$ cat src/rtl/rc_acc_seq_16b_if.sv
// Stream, adder and result signals of the rc_acc_seq_16b operand sequencer.
// The slave modport is the sequencer; master is whatever feeds it and hosts the adder.
interface rc_acc_seq_16b_if #(
    parameter int unsigned WIDTH = 16,
    parameter int unsigned LEN_W = 8
);
    logic             start;
    logic [LEN_W-1:0] len;
    logic             in_valid;
    logic             in_ready;
    logic [WIDTH-1:0] in_data;
    logic [WIDTH-1:0] add_a;
    logic [WIDTH-1:0] add_b;
    logic             add_cin;
    logic [WIDTH-1:0] add_s;
    logic             add_cout;
    logic             out_valid;
    logic             out_ready;
    logic [WIDTH-1:0] out_sum;
    logic             out_ovf;
    logic             busy;

    modport master (
        output start, len, in_valid, in_data, add_s, add_cout, out_ready,
        input  in_ready, add_a, add_b, add_cin, out_valid, out_sum, out_ovf, busy
    );

    modport slave (
        input  start, len, in_valid, in_data, add_s, add_cout, out_ready,
        output in_ready, add_a, add_b, add_cin, out_valid, out_sum, out_ovf, busy
    );
endinterface

$ cat src/rtl/rc_acc_seq_16b.sv
// Burst operand sequencer wrapped around an external combinational ripple-carry adder.
// Define RC_ACC_SATURATE_EN to make the accumulator saturate on carry instead of wrapping.
module rc_acc_seq_16b #(
    parameter int unsigned WIDTH = 16,
    parameter int unsigned LEN_W = 8
) (
    input logic                clk,
    input logic                rst,
    rc_acc_seq_16b_if.slave    bus
);

    typedef enum logic [1:0] {StIdle, StAcc, StDone} state_e;

    state_e           state_q, state_d;
    logic [WIDTH-1:0] acc_q, acc_d;
    logic [WIDTH-1:0] op_q, op_d;
    logic             op_pend_q, op_pend_d;
    logic [LEN_W-1:0] rem_q, rem_d;
    logic             ovf_q, ovf_d;
    logic [WIDTH-1:0] acc_next;

`ifdef RC_ACC_SATURATE_EN
    assign acc_next = bus.add_cout ? {WIDTH{1'b1}} : bus.add_s;
`else
    assign acc_next = bus.add_s;
`endif

    always_ff @(posedge clk) begin
        if (rst) begin
            state_q   <= StIdle;
            acc_q     <= '0;
            op_q      <= '0;
            op_pend_q <= 1'b0;
            rem_q     <= '0;
            ovf_q     <= 1'b0;
        end else begin
            state_q   <= state_d;
            acc_q     <= acc_d;
            op_q      <= op_d;
            op_pend_q <= op_pend_d;
            rem_q     <= rem_d;
            ovf_q     <= ovf_d;
        end
    end

    always_comb begin
        state_d   = state_q;
        acc_d     = acc_q;
        op_d      = op_q;
        op_pend_d = op_pend_q;
        rem_d     = rem_q;
        ovf_d     = ovf_q;
        unique case (state_q)
            StIdle: begin
                if (bus.start) begin
                    acc_d     = '0;
                    ovf_d     = 1'b0;
                    op_pend_d = 1'b0;
                    rem_d     = bus.len;
                    state_d   = (bus.len != '0) ? StAcc : StDone;
                end
            end
            StAcc: begin
                // The operand sits on add_b for a full cycle before its sum is captured.
                if (op_pend_q) begin
                    acc_d     = acc_next;
                    ovf_d     = ovf_q | bus.add_cout;
                    op_pend_d = 1'b0;
                    rem_d     = rem_q - LEN_W'(1);
                    if (rem_q == LEN_W'(1)) state_d = StDone;
                end else if (bus.in_valid) begin
                    op_d      = bus.in_data;
                    op_pend_d = 1'b1;
                end
            end
            StDone: begin
                if (bus.out_ready) state_d = StIdle;
            end
            default: state_d = StIdle;
        endcase
    end

    assign bus.in_ready  = (state_q == StAcc) && !op_pend_q;
    assign bus.out_valid = (state_q == StDone);
    assign bus.out_sum   = acc_q;
    assign bus.out_ovf   = ovf_q;
    assign bus.add_a     = acc_q;
    assign bus.add_b     = op_q;
    assign bus.add_cin   = 1'b0;
    assign bus.busy      = (state_q != StIdle);

endmodule

$ cat src/flat_wrapper.sv
// flat-port wrapper written by rule: the top's interface ports become plain ports
module rc_acc_seq_16b_flat 
#(
    parameter int unsigned WIDTH = 16,
    parameter int unsigned LEN_W = 8
)
  (clk, rst, bus_start, bus_len, bus_in_valid, bus_in_data, bus_add_s, bus_add_cout, bus_out_ready, bus_in_ready, bus_add_a, bus_add_b, bus_add_cin, bus_out_valid, bus_out_sum, bus_out_ovf, bus_busy);
  rc_acc_seq_16b_if #(.WIDTH(WIDTH), .LEN_W(LEN_W)) bus_i ();
  input logic clk;
  input logic rst;
  input wire logic [$bits(bus_i.start)-1:0] bus_start;
  input wire logic [$bits(bus_i.len)-1:0] bus_len;
  input wire logic [$bits(bus_i.in_valid)-1:0] bus_in_valid;
  input wire logic [$bits(bus_i.in_data)-1:0] bus_in_data;
  input wire logic [$bits(bus_i.add_s)-1:0] bus_add_s;
  input wire logic [$bits(bus_i.add_cout)-1:0] bus_add_cout;
  input wire logic [$bits(bus_i.out_ready)-1:0] bus_out_ready;
  output wire logic [$bits(bus_i.in_ready)-1:0] bus_in_ready;
  output wire logic [$bits(bus_i.add_a)-1:0] bus_add_a;
  output wire logic [$bits(bus_i.add_b)-1:0] bus_add_b;
  output wire logic [$bits(bus_i.add_cin)-1:0] bus_add_cin;
  output wire logic [$bits(bus_i.out_valid)-1:0] bus_out_valid;
  output wire logic [$bits(bus_i.out_sum)-1:0] bus_out_sum;
  output wire logic [$bits(bus_i.out_ovf)-1:0] bus_out_ovf;
  output wire logic [$bits(bus_i.busy)-1:0] bus_busy;
  assign bus_i.start = bus_start;
  assign bus_i.len = bus_len;
  assign bus_i.in_valid = bus_in_valid;
  assign bus_i.in_data = bus_in_data;
  assign bus_i.add_s = bus_add_s;
  assign bus_i.add_cout = bus_add_cout;
  assign bus_i.out_ready = bus_out_ready;
  assign bus_in_ready = bus_i.in_ready;
  assign bus_add_a = bus_i.add_a;
  assign bus_add_b = bus_i.add_b;
  assign bus_add_cin = bus_i.add_cin;
  assign bus_out_valid = bus_i.out_valid;
  assign bus_out_sum = bus_i.out_sum;
  assign bus_out_ovf = bus_i.out_ovf;
  assign bus_busy = bus_i.busy;
  rc_acc_seq_16b #(.WIDTH(WIDTH), .LEN_W(LEN_W)) u_core (.clk(clk), .rst(rst), .bus(bus_i));
endmodule
$ cat config.mk
export PLATFORM = sky130hd
export DESIGN_NAME = rc_acc_seq_16b_flat
export DESIGN_NICKNAME = d
export VERILOG_FILES = /design/src/rtl/rc_acc_seq_16b_if.sv /design/src/rtl/rc_acc_seq_16b.sv /design/src/flat_wrapper.sv
export SDC_FILE = /design/constraint.sdc
export NUM_CORES = 1
export LEC_CHECK = 0
export ABC_AREA = 1
export ABC_CLOCK_PERIOD_IN_PS = 1500
export CAP_MARGIN = 40
export CORE_ASPECT_RATIO = 1.5
export CORE_MARGIN = 8
export CORE_UTILIZATION = 40
export CTS_CLUSTER_DIAMETER = 30
export DETAILED_ROUTE_END_ITERATION = 12
export HOLD_SLACK_MARGIN = 0.12
export PLACE_DENSITY = 0.79
export SYNTH_ARGS = -nofsm -noshare
export SYNTH_HDL_FRONTEND = slang
export SYNTH_SLANG_ARGS = --single-unit
$ cat constraint.sdc
create_clock -name clk -period 1.5 [get_ports clk]
set_clock_uncertainty 0.2 [all_clocks]
set_input_delay 0.375 -clock clk [delete_from_list [all_inputs] [get_ports clk]]
set_output_delay 0.375 -clock clk [all_outputs]
set_load 0.005 [all_outputs]
# Word level (Yosys, flattened, before mapping)
# Index checks and enable logic that the tools add are counted.
dict set report word_totals {
  register_bits 44
  in_bits 46
  output_inout_bits 53
  elab_cells 44
}
dict set report op_classes {
  addsub 1
  n_eq_ne 7
  muxes 18
  n_bitwise 2
  n_reduce_logical 10
}
# operator n
set op_table {}
lappend op_table {{$mux W16} 2}
lappend op_table {{$pmux W16 S2} 1}
lappend op_table {{$mux W8} 2}
lappend op_table {{$pmux W8 S2} 1}
lappend op_table {{$mux W2} 5}
lappend op_table {{$eq A8 B1 Y1 const B} 1}
lappend op_table {{$reduce_bool A8 Y1} 1}
lappend op_table {{$sub A8 B1 Y8 const B} 1}
lappend op_table {{$pmux W2 S3} 1}
lappend op_table {{$reduce_and A3 Y1} 2}
lappend op_table {{$mux W1} 4}
lappend op_table {{$ne A2 B1 Y1 const B} 2}
lappend op_table {{$ne A2 B2 Y1 const B} 2}
lappend op_table {{$pmux W1 S2} 2}
lappend op_table {{$reduce_and A4 Y1} 1}
lappend op_table {{$reduce_bool A2 Y1} 2}
lappend op_table {{$eq A2 B1 Y1 const B} 1}
lappend op_table {{$eq A2 B2 Y1 const B} 1}
lappend op_table {{$logic_not A2 Y1} 1}
lappend op_table {{$reduce_and A2 Y1} 1}
lappend op_table {{$logic_and A1 B1 Y1} 1}
lappend op_table {{$logic_not A1 Y1} 1}
lappend op_table {{$not A1 Y1} 1}
lappend op_table {{$or A1 B1 Y1} 1}

# Depth between registers and ports, before layout
dict set report depth {
  word_depth 4
  depth_mapped 9
  ltp_nobuf 9
}

# Least setup slack after synthesis
# No wires, ideal clock.
dict set report synth_timing {
  kind {flip-flop to flip-flop}
  from {register u_core.state_q[1]}
  to {register u_core.op_q[0] (netlist: u_core.bus.add_b[0])}
  setup_ns 0.116
  t_arrival_ns 1.059
  required_ns 1.184
  slack_ns 0.125
  path_stages_with_launch 8
  path_buffers 1
  period_less_slack_ns 1.375
  cell_sequence {dfxtp_1 inv_1 nand2_4 nor2_8 nand2_4 clkbuf_1 o21ai_0 nor2_1}
}
dict set report synth_via {
  elab_chain_cells 2
}
# item line_no
set synth_lines {}
lappend synth_lines {{from (decl)} rc_acc_seq_16b.sv:14} ;# state_e state_q, state_d;
lappend synth_lines {{from (signal assigned)} rc_acc_seq_16b.sv:30} ;# state_q <= StIdle;
lappend synth_lines {{from (signal assigned)} rc_acc_seq_16b.sv:37} ;# state_q <= state_d;
lappend synth_lines {{$eq A2 B1 Y1} rc_acc_seq_16b.sv:53} ;# unique case (state_q)
lappend synth_lines {{$reduce_and A3 Y1 (no line)} --}
lappend synth_lines {{to (signal assigned)} rc_acc_seq_16b.sv:39} ;# op_q <= op_d;
lappend synth_lines {{to (decl)} rc_acc_seq_16b.sv:16} ;# logic [WIDTH-1:0] op_q, op_d;
# Every way passes these cells.
# A chain may end at the register's enable or synchronous reset.

# Worst setup path in the final report
dict set report layout_timing {
  from {register u_core.state_q[1]}
  to {output bus_in_ready}
}
dict set report layout_via {
  elab_chain_cells 2
}
# item line_no
set layout_lines {}
lappend layout_lines {{$eq A2 B1 Y1} rc_acc_seq_16b.sv:83} ;# assign bus.in_ready = (state_q == StAcc) && !op_pend_q;
lappend layout_lines {{$logic_and A1 B1 Y1} rc_acc_seq_16b.sv:83}
lappend layout_lines {{to (decl)} flat_wrapper.sv:18} ;# output wire logic [$bits(bus_i.in_ready)-1:0] bus_in_ready;
# Every way passes these cells.

==> reports/qor.csv <==
metric,value,unit
status,finished with violations,
syn-num-nets,334,
diodes,0,
clk_path_buf_depth,2,
finalCriticalPeriod,1.57,ns
fin_crit_sh,105,%
yosysUniqueCellTypes,18,
ys_async_sr_fraction,0,%
wirelength,7400,um
grt_max_degree,21,
vias,2308,
synth_top_cell_by_area,dfxtp_1,
p_per_area,923,mW/mm^2
startpoint,u_core.state_q[1],
synth_area_leaders,"dfxtp_1 (43%), nor2_1 (9.9%), nand2_1 (8.2%)",
clk_pin_slew,0.08,ns
cts_tree,built,
grt_pass1_wl,9730,um
critical_path.cell_chain,"inv_4, nand2_4, nor2_8, buf_6",
cp.arrival,0.99,ns
yosysWarningCount,0,
cts_sinks,44,
postLayoutSetupSlackWorst,-0.0682,ns
via_per_inst,4.93,
gp_congestion,0.843,
placed_area,0.00312,mm^2
setup_tns,-0.329,ns
drt_iter0_markers,130,
synth_ff_type,dfxtp_1,
core-area,0.00504,mm^2
synth_edf_count,0,
wl_per_cell,15.8,um
ant_nets,0,
synth_common_cells,"nor2_1 (54), nand2_1 (45), dfxtp_1 (44)",
critical_path_buf_inv_count,2,
grt_pass1_vias,2113,
max_freq,638,MHz
nFillCells,402,
path_max_fanout,3,
portBuffers,97,
critPathKind,flop to output pin,
slew_violations,0,
io_pins,99,
hold_path_class,flop to flop,
max_stage_delay,0.34,ns
post-synth-top-count-cell,nor2_1,
ir_drop,0.624,mV
hold_buffers,0,
cts_buffers,5,
dp_hpwl,4850,um
grt_util_all_layers,15.7,%
ys_ff_latch,44,
crit_required,0.92,ns
fin_area,0.00364,mm^2
num_rows,32,
critical_path.startpoint_type,flop,
start_util,40.6,%
final_hold_viol_count,0,
dr.pass1.iters,4,
netlist.area_leader.share,43.0,%
r2r_start,u_core.state_q[1],
worstSetupEndpointType,output pin,
antenna_found_initial,0,
final_nets,448,
crit_slowest_cell,dfxtp_2,
htree_num_levels,2,
crit_family,flip-flops,
die_y,104,um
netlist_area,0.00205,mm^2
synthCells,286,
violations,setup timing,
ys_seq_area_share,43.0,%
leakagePower,1.67,nW
layout-drive-gt1-share,29.3,%
dieArea,0.00771,mm^2
die_x,74.4,um
syn_avg_cell_area,7.16,um^2
utilization,72.1,%
rsz0062_at_grt,yes,
min_from,u_core.bus.add_a[0],
drc,0,
worstSkewPairLatency,0.29,ns
cap_violations,0,
clockRootBuffer,clkbuf_8,
syn2layout_area_growth,77.7,%
finalSetupViolCount,12,
overflow,0,
==> tightest hold or removal path, cell delays in order (launching register included) <==
cell and delay (ns):
dfxtp_1 0.32, nand2_1 0.06, a21oi_1 0.05
==> registers in the layout, summed over array words and instances (netlist names) <==
name	flops
u_core.bus.add_a	16
u_core.bus.add_b	16
u_core.bus.out_ovf	1
u_core.op_pend_q	1
u_core.rem_q	8
u_core.state_q	2
==> per-layer routing <==
| metal | share of wire [%] | track usage (%) | wire, um | vias to the layer above |
|---|---|---|---|---|
| met4 | 2.5 | 6.90 | 182 | 0 |
| met2 | 58 | 29.2 | 4280 | 81 |
| met3 | 6.4 | 3.57 | 475 | 13 |
| met1 | 33 | 15.4 | 2460 | 1083 |
| met5 | 0 | 0 | 0 | - |
| li1 | - | - | - | 1131 |
==> per-stage QoR <==
stage	instances	total power, mW	hold WS, ns	setup slack (ns)
3_3_place_gp	445	2.29	0.257	-0.324
4_1_cts	455	3.01	0.263	-0.108
2_1_floorplan	286	1.85	0.252	0.125
6_report	468	3.36	0.269	-0.0682
3_5_place_dp	445	2.31	0.263	-0.370
5_1_grt	468	3.53	0.288	-0.105
==> final timing paths <==
path / to / slack [ns] / depth (start not counted)
worst min-delay path: u_core.bus.add_a[0] / 0.27 / 2
worst max register to register: u_core.state_q[0] / -0.05 / 10
worst min register to register: u_core.bus.add_a[0] / 0.27 / 2
worst max-delay path: bus_in_ready / -0.07 / 4
==> cell type report <==
type                            count  area [um^2]  area share, %
Timing Repair Buffer              135         1350           37.1
Sequential cell                    44          912           25.1
Clock buffer                        6         72.6           1.99
Clock inverter                      1         5.00          0.138
Tap cell                           68         85.1           2.34
Timing Repair inverter              1         7.51          0.206
Multi-Input combinational cell    193         1100           30.2
Inverter                           20          108           2.96
==> what timing repair did <==
| action | CTS | global route |
|---|---|---|
| buffers inserted | 3 | 6 |
| endpoints found under the setup margin | 94 | 51 |
| pin swaps | 1 | 17 |
| cloned | 0 | 7 |
| resized for setup | 94 | 89 |
==> logic make-up after synthesis <==
| kind of cell | count (synthesis) | share of synthesized area [%] |
|---|---|---|
| buffers and inverters | 50 | 13.6 |
| flip-flops | 44 | 43.0 |
| other | 1 | 0.183 |
| adder cells (fa/ha/maj) | 2 | 1.22 |
| AO/OA/AOI/OAI | 63 | 15.6 |
| AND/OR/NAND/NOR | 126 | 26.4 |
==> placed cells by master (no fill, tap or decap), drive strengths merged <==
cell type / n
conb: 1
dlygate4sd2: 38
clkdlybuf4s15: 9
dfxtp: 44
nand2: 49
clkinv: 2
dlymetal6s2s: 3
clkbuf: 11
nand3: 23
o211ai: 2
inv: 17
a21oi: 29
ha: 2
o21ai: 32
buf: 38
clkdlybuf4s50: 42
nor2: 55
clkinvlp: 3
==> where the power goes <==
part / total (mW) / leakage [nW] / switching (mW) / internal (mW)
sequential: 1.34 / 0.369 / 0.0759 / 1.26
clock: 0.711 / 0.0410 / 0.394 / 0.318
combinational: 1.31 / 1.26 / 0.662 / 0.647
No activity file was read; power rests on OpenSTA's default activity.
